==> src/rtl/weight_stream_rom.sv <==
// Weight store with a write port and a burst read-out stream (valid/ready) to the MAC.
// Read addresses wrap modulo depth, so one weight set can feed many neurons.
module weight_stream_rom #(
   parameter int unsigned DATA_W = 8,
   parameter int unsigned ADDR_W = 5,
   parameter int unsigned LEN_W  = 6
) (
   input  logic              clk,
   input  logic              rst_n,
   input  logic              wr_en,
   input  logic [ADDR_W-1:0] wr_addr,
   input  logic [DATA_W-1:0] wr_data,
   input  logic              req_valid,
   output logic              req_ready,
   input  logic [ADDR_W-1:0] req_base,
   input  logic [LEN_W-1:0]  req_len,
   input  logic              abort,
   output logic              out_valid,
   input  logic              out_ready,
   output logic [DATA_W-1:0] out_data,
   output logic              out_last,
   output logic              busy,
   output logic              done
);

   localparam int unsigned DEPTH = 2**ADDR_W;

   typedef enum logic {IDLE, STREAM} state_t;

   state_t             state, state_n;
   logic [DATA_W-1:0]  mem [DEPTH];
   logic [ADDR_W-1:0]  rd_ptr, rd_ptr_n;
   logic [LEN_W-1:0]   remaining, remaining_n;
   logic [DATA_W-1:0]  data_n;
   logic               valid_n, last_n, done_n;

   // Memory is deliberately outside the reset domain; weights survive reset.
   always_ff @(posedge clk) begin
      if (wr_en) begin
         mem[wr_addr] <= wr_data;
      end
   end

   always_ff @(posedge clk or negedge rst_n) begin
      if (!rst_n) begin
         state     <= IDLE;
         out_valid <= 1'b0;
         out_last  <= 1'b0;
         out_data  <= '0;
         done      <= 1'b0;
         rd_ptr    <= '0;
         remaining <= '0;
      end else begin
         state     <= state_n;
         out_valid <= valid_n;
         out_last  <= last_n;
         out_data  <= data_n;
         done      <= done_n;
         rd_ptr    <= rd_ptr_n;
         remaining <= remaining_n;
      end
   end

   always_comb begin
      state_n     = state;
      valid_n     = out_valid;
      last_n      = out_last;
      data_n      = out_data;
      done_n      = 1'b0;
      rd_ptr_n    = rd_ptr;
      remaining_n = remaining;
      case (state)
         IDLE: begin
            if (req_valid) begin
               if (req_len == '0) begin
                  done_n = 1'b1;
               end else begin
                  data_n      = mem[req_base];
                  valid_n     = 1'b1;
                  last_n      = (req_len == LEN_W'(1));
                  rd_ptr_n    = req_base + ADDR_W'(1);
                  remaining_n = req_len - LEN_W'(1);
                  state_n     = STREAM;
               end
            end
         end
         STREAM: begin
            // abort wins over a handshake landing on the same edge
            if (abort) begin
               state_n     = IDLE;
               valid_n     = 1'b0;
               last_n      = 1'b0;
               done_n      = 1'b1;
               remaining_n = '0;
            end else if (out_valid && out_ready && out_last) begin
               state_n = IDLE;
               valid_n = 1'b0;
               last_n  = 1'b0;
               done_n  = 1'b1;
            end else if (!out_valid || out_ready) begin
               if (remaining != '0) begin
                  data_n      = mem[rd_ptr];
                  valid_n     = 1'b1;
                  last_n      = (remaining == LEN_W'(1));
                  rd_ptr_n    = rd_ptr + ADDR_W'(1);
                  remaining_n = remaining - LEN_W'(1);
               end else begin
                  valid_n = 1'b0;
                  last_n  = 1'b0;
               end
            end
         end
         default: state_n = IDLE;
      endcase
   end

   assign req_ready = (state == IDLE);
   assign busy      = (state == STREAM);

endmodule

==> config.mk <==
export PLATFORM = sky130hd
export DESIGN_NAME = weight_stream_rom
export DESIGN_NICKNAME = d
export VERILOG_FILES = /design/src/rtl/weight_stream_rom.sv
export SDC_FILE = /design/constraint.sdc
export NUM_CORES = 1
export LEC_CHECK = 0
export BUFFER_PORTS_ARGS = -buffer_cell sky130_fd_sc_hd__clkbuf_2
export CORE_AREA = 5 5 158 160
export CTS_BUF_LIST = sky130_fd_sc_hd__clkbuf_4 sky130_fd_sc_hd__clkbuf_8
export DETAILED_ROUTE_END_ITERATION = 8
export DIE_AREA = 0 0 163 165
export PLACE_DENSITY = 0.76
export SLEW_MARGIN = 20
export SYNTH_ARGS = -nofsm -noshare
export SYNTH_HDL_FRONTEND = slang
export SYNTH_SLANG_ARGS = --single-unit
==> constraint.sdc <==
create_clock -name clk -period 4.25 [get_ports clk]
set_input_delay 0.85 -clock clk [delete_from_list [all_inputs] [get_ports clk]]
set_output_delay 0.85 -clock clk [all_outputs]
set_load 0.01 [all_outputs]
* Word level (Yosys, flattened, before mapping)
Memory sizes are Yosys's and may differ from the RTL's.
Index checks and enable logic that the tools add are counted.
** Word-level totals
- Output and inout port bits :: 13
- Word-level logic and storage cells :: 81
- Bits in writable memories :: 256
- Bits in registers :: 23
- Memories :: 1
** Operators by class
- Reductions and logical operators :: 9
- Eq/ne operators :: 12
- Muxes and demuxes :: 47
- Bitwise operators :: 1
- $add $sub $neg :: 4
** Memories
- mem :: depth 32, bits a word 8, read ports 2, clocked after memory_dff 0, write ports 1, line 31 : logic [DATA_W-1:0] mem [DEPTH];
** Operators by type and width (count)
- 8-bit two-way mux :: 6
- 6-bit two-way mux :: 6
- 5-bit two-way mux :: 6
- 1-bit two-way mux :: 22
- 8-bit one-hot mux with 2 select lines :: 1
- 6-bit by 1-bit equality test with 1-bit output, second input constant :: 2
- 6-bit one-hot mux with 2 select lines :: 1
- 6-bit by 1-bit subtractor with 6-bit output, second input constant :: 2
- 5-bit by 1-bit adder with 5-bit output, second input constant :: 2
- 5-bit one-hot mux with 2 select lines :: 1
- 2-bit != test, second input constant :: 4
- 1-bit one-hot mux with 2 select lines :: 4
- 6-bit logical NOT :: 1
- 3-bit by 2-bit != test with 1-bit output, second input constant :: 2
- 6-bit AND reduction :: 1
- 6-bit nonzero test :: 1
- 5-bit AND reduction :: 1
- 2-bit by 1-bit != test with 1-bit output, second input constant :: 2
- 4-bit by 2-bit != test with 1-bit output, second input constant :: 1
- 3-bit != test, second input constant :: 1
- 3-bit AND reduction :: 1
- 1-bit logical AND :: 2
- 1-bit logical NOT :: 1
- 1-bit logical OR :: 1
- 1-bit inverter :: 1

* Depth between registers and ports, before layout
- Depth in word-level cells :: 6
- Mapped depth :: 9
- Gate-level depth less buffers :: 6

* Worst setup path before layout
No wires, ideal clock.
- Kind :: input to register
- From :: input req_base[0]
- To :: register rd_ptr[4]
- Buffers on the path :: 2
- Setup slack :: 1717 ps
- Stages :: 8
- Setup time :: 121 ps
- Data arrival time :: 2412 ps
- Path through :: buf_2 > buf_4 > mux2_2 > ha_1 > a21boi_0 > nand2_1 > a21o_1 > a22o_1
** Between the ends
- Longest elaborated chain between the ends :: 4
** RTL lines
- from (decl) :: line 15 : input logic [ADDR_W-1:0] req_base,
- 5-bit by 1-bit adder with 5-bit output :: line 81 : rd_ptr_n = req_base + ADDR_W'(1);
- 5-bit two-way mux :: line 75 : if (req_len == '0) begin
- 5-bit two-way mux :: line 74 : if (req_valid) begin
- 5-bit one-hot mux with 2 select lines :: line 72 : case (state)
- to (signal assigned) :: line 59 : rd_ptr <= rd_ptr_n;
- to (decl) :: line 32 : logic [ADDR_W-1:0] rd_ptr, rd_ptr_n;
No other way between the ends. The select of a mux whose other input is x is not followed.
A chain may end at the register's enable or synchronous reset.

* Final worst setup path
- From :: register rd_ptr[0]
- To :: register out_data[0]
** Between the ends
- Longest elaborated chain between the ends :: 6
** RTL lines
- memory 32 x 8 bit
- 8-bit two-way mux :: line 101 : if (remaining != '0) begin
- 8-bit two-way mux :: line 100 : end else if (!out_valid || out_ready) begin
- 8-bit two-way mux :: line 95 : end else if (out_valid && out_ready && out_last) begin
- 8-bit two-way mux :: line 89 : if (abort) begin
- 8-bit one-hot mux with 2 select lines :: line 72
- to (signal assigned) :: line 57 : out_data <= data_n;
- to (decl) :: line 20 : output logic [DATA_W-1:0] out_data,
No other way between the ends. The select of a mux whose other input is x is not followed.

==> impl_metrics.json <==
{
  "status": "finished clean",
  "cts_setup_buffers": 0,
  "fmax_mhz": 316.1,
  "postSynthAreaPerCell_um2": 15.67,
  "worst_ep_required_time_ns": 4.71,
  "hold_viol_final": 0,
  "synth_area_leader_cell": "edfxtp_1",
  "synthMuxAreaShare_pct": 22.31,
  "rsz0062_at_grt": "no",
  "synth.most_common_cell": "edfxtp_1",
  "drcViolationCount": 0,
  "worstHoldPathType": "in -> async",
  "grt_max_degree": 68,
  "seq_power_share_pct": 46.0,
  "drtIter0Drc": 1141,
  "synth.top_cell.area_share_pct": 56.12,
  "switching_share_pct": 31.00,
  "die_w_um": 163,
  "syn-num-nets": 911,
  "p_per_area_nw_per_um2": 493.0,
  "synth_xor_area_share_pct": 0.3836,
  "setup.worst_path.class": "reg -> reg",
  "finalMaxSlewViolations": 0,
  "num_rows": 56,
  "antenna_found_initial": 0,
  "finClkSkew_ns": 0.01766,
  "cp_max_fo": 67,
  "drive_above_1_share_pct": 32.88,
  "die_height_um": 165,
  "diodes": 0,
  "start_kind": "register",
  "whs_ns": 0.3243,
  "synthAdderAreaFrac_pct": 0.6394,
  "cts-root-buf": "clkbuf_8",
  "synth_flop_cell": "edfxtp_1",
  "port_buffers": 42,
  "ctsHoldBuffers": 0,
  "instances_no_fill": 1280,
  "gp_congestion": 0.9222,
  "netlist_instances": 874,
  "synthTopCellsByCount": "edfxtp_1, mux4_2, mux2_2",
  "clock_latency_ns": 0.56,
  "dp_hpwl_um": 23480,
  "cts_buffers": 46,
  "synth_area_leaders": "edfxtp_1, mux4_2, mux2_2, dfrtp_1, nor2_1",
  "relSlewSlack_pct": 25.48,
  "synth-compound-area-share_pct": 6.805,
  "intPower_mw": 5.111,
  "initial_core_util_pct": 58.89,
  "cts_tree": "yes",
  "synth_top_family_by_area": "multiplexers",
  "max-cap-violations": 0,
  "worstMarginPinSlew_ns": 1.114,
  "groute.usage.overall_pct": 27.30,
  "fin_nets": 963,
  "ant_nets": 0,
  "wirelength_um": 35940,
  "p_comb_share_pct": 24.1,
  "cts_buffer_depth": 3,
  "leakagePower_nw": 4.942,
  "netSwitchingPower_mw": 2.296,
  "synth_edf_count": 256,
  "timing.setup.tns_ns": 0,
  "cp.arrival_ns": 3.62,
  "clk_pin_slew_worst_paths_ns": 0.07,
  "ys_seq_area_share_pct": 60.32,
  "ios": 43,
  "setup_viol": 0,
  "wl_per_cell_um": 28.08,
  "synth_simple_gate_area_share_pct": 7.252,
  "total_power_mw": 7.407,
  "dieArea_um2": 26900,
  "endpoint_kind": "register",
  "cts_resized": 0,
  "synth_warnings": 0,
  "syn_area_um2": 13700,
  "core-area_um2": 23260,
  "clock_power_share_pct": 29.9,
  "grt_pass1_wl_um": 53820,
  "dp.cells": 1197,
  "synth_cell_type_count": 61,
  "fin_crit_ns": 3.164,
  "irDropWorstVdd_mv": 0.3364,
  "firstDrtPassIters": 5,
  "htree_levels": 2,
  "grt-ovfl-total": 0,
  "finalCritPeriodShare_pct": 74.44,
  "synth_seq_cells": 279,
  "first_global_vias": 8843,
  "synthArstFlopShare_pct": 8.244,
  "area_growth_pct": 9.692,
  "cts_sinks": 279,
  "vias": 8637,
  "viasPerCell": 6.748
}
through the flow:
step,setup slack [ns],area (um2),util (%)
after global routing,0.9668,15030,64.59
after global placement,1.061,14170,60.90
after CTS,1.079,15020,64.58
final,1.086,15030,64.59
after floorplan,1.717,13700,-
after detailed placement,1.031,14170,60.90
cell usage in the layout (no fill, tap or decap), drive strengths merged, types with 3 or more instances in the layout:
cell type	Yosys	routed
a211oi	15	15
nand2b	14	14
ha	7	7
xor2	3	3
mux2	79	79
or3b	3	3
a221oi	6	6
o21ai	17	17
xnor2	3	3
mux4	86	86
inv	8	8
nor2b	20	20
clkbuf	19	105
a31o	3	3
a31oi	10	10
mux2i	23	23
nor4	13	13
dfrtp	23	23
or2	4	4
buf	37	19
o211ai	6	6
a21oi	14	14
nand3b	9	9
edfxtp	256	256
nand3	12	12
o22ai	38	38
a21o	3	3
a22oi	4	4
nor3	21	21
clkinv	0	18
nor2	67	67
nand2	25	25
power by group through the flow:
| stage | registers, mW | clock network, mW | logic (mW) |
|---|---|---|---|
| 6_report | 3.41 | 2.21 | 1.78 |
| 5_1_grt | 3.43 | 2.38 | 1.88 |
| 4_1_cts | 3.40 | 2.24 | 1.75 |
| 3_5_place_dp | 3.45 | 0 | 1.75 |
| 3_3_place_gp | 3.46 | 0 | 1.72 |
| 2_1_floorplan | 3.24 | 0 | 1.39 |
metal layers:
layer	vias up	global-route usage [%]	part of all wire, %
met3	99	8.335	11
met2	539	43.43	47
met5	-	0	0
met1	4327	36.22	38
met4	0	9.607	3.9
li1	3672	-	-
registers in the layout (all words and copies together) (netlist names):
name       flops
out_last       1
rd_ptr         5
out_valid      1
remaining      6
busy           1
mem          256
done           1
out_data       8
cell type report:
cell class                 count  area (um2)
clock buffer                  64       774.5
clock inverter                19       81.33
inverter                       8       30.03
sequential                   279        8268
timing repair buffer          60       347.8
tap                          319       399.1
multi-input combinational    531        5125
fill                        1681        8237
final timing paths:
kind,cells after the start,to,slack [ns],from
setup / recovery,6,out_data[0]$_DFFE_PN0P_,1.09,rd_ptr[0]$_DFFE_PN0P_
hold / removal,1,out_data[3]$_DFFE_PN0P_,0.32,rst_n
setup reg to reg,6,out_data[0]$_DFFE_PN0P_,1.09,rd_ptr[0]$_DFFE_PN0P_
hold reg to reg,2,remaining[5]$_DFFE_PN0P_,0.54,remaining[5]$_DFFE_PN0P_
max in group asynchronous,1,rd_ptr[0]$_DFFE_PN0P_,3.42,rst_n
min in group clk,2,remaining[5]$_DFFE_PN0P_,0.54,remaining[5]$_DFFE_PN0P_
logic make-up after synthesis:
kind of cell / count (synthesis)
DFF: 279
and+or+nand+nor: 197
muxes: 188
AOI/OAI and AO/OA: 133
buffers and inverters: 64
adders and majority gates: 7
xor gates and xnor gates: 6
worst max-delay path, cell delays in order, from the launching register on:
cell,delay [ns]
dfrtp_4,1.04
buf_4,0.52
nand2b_1,0.17
o22ai_1,0.08
nor4_1,0.75
nor4_1,0.20
a41oi_1,0.28
Note: power is estimated with default switching activity, not from simulation.
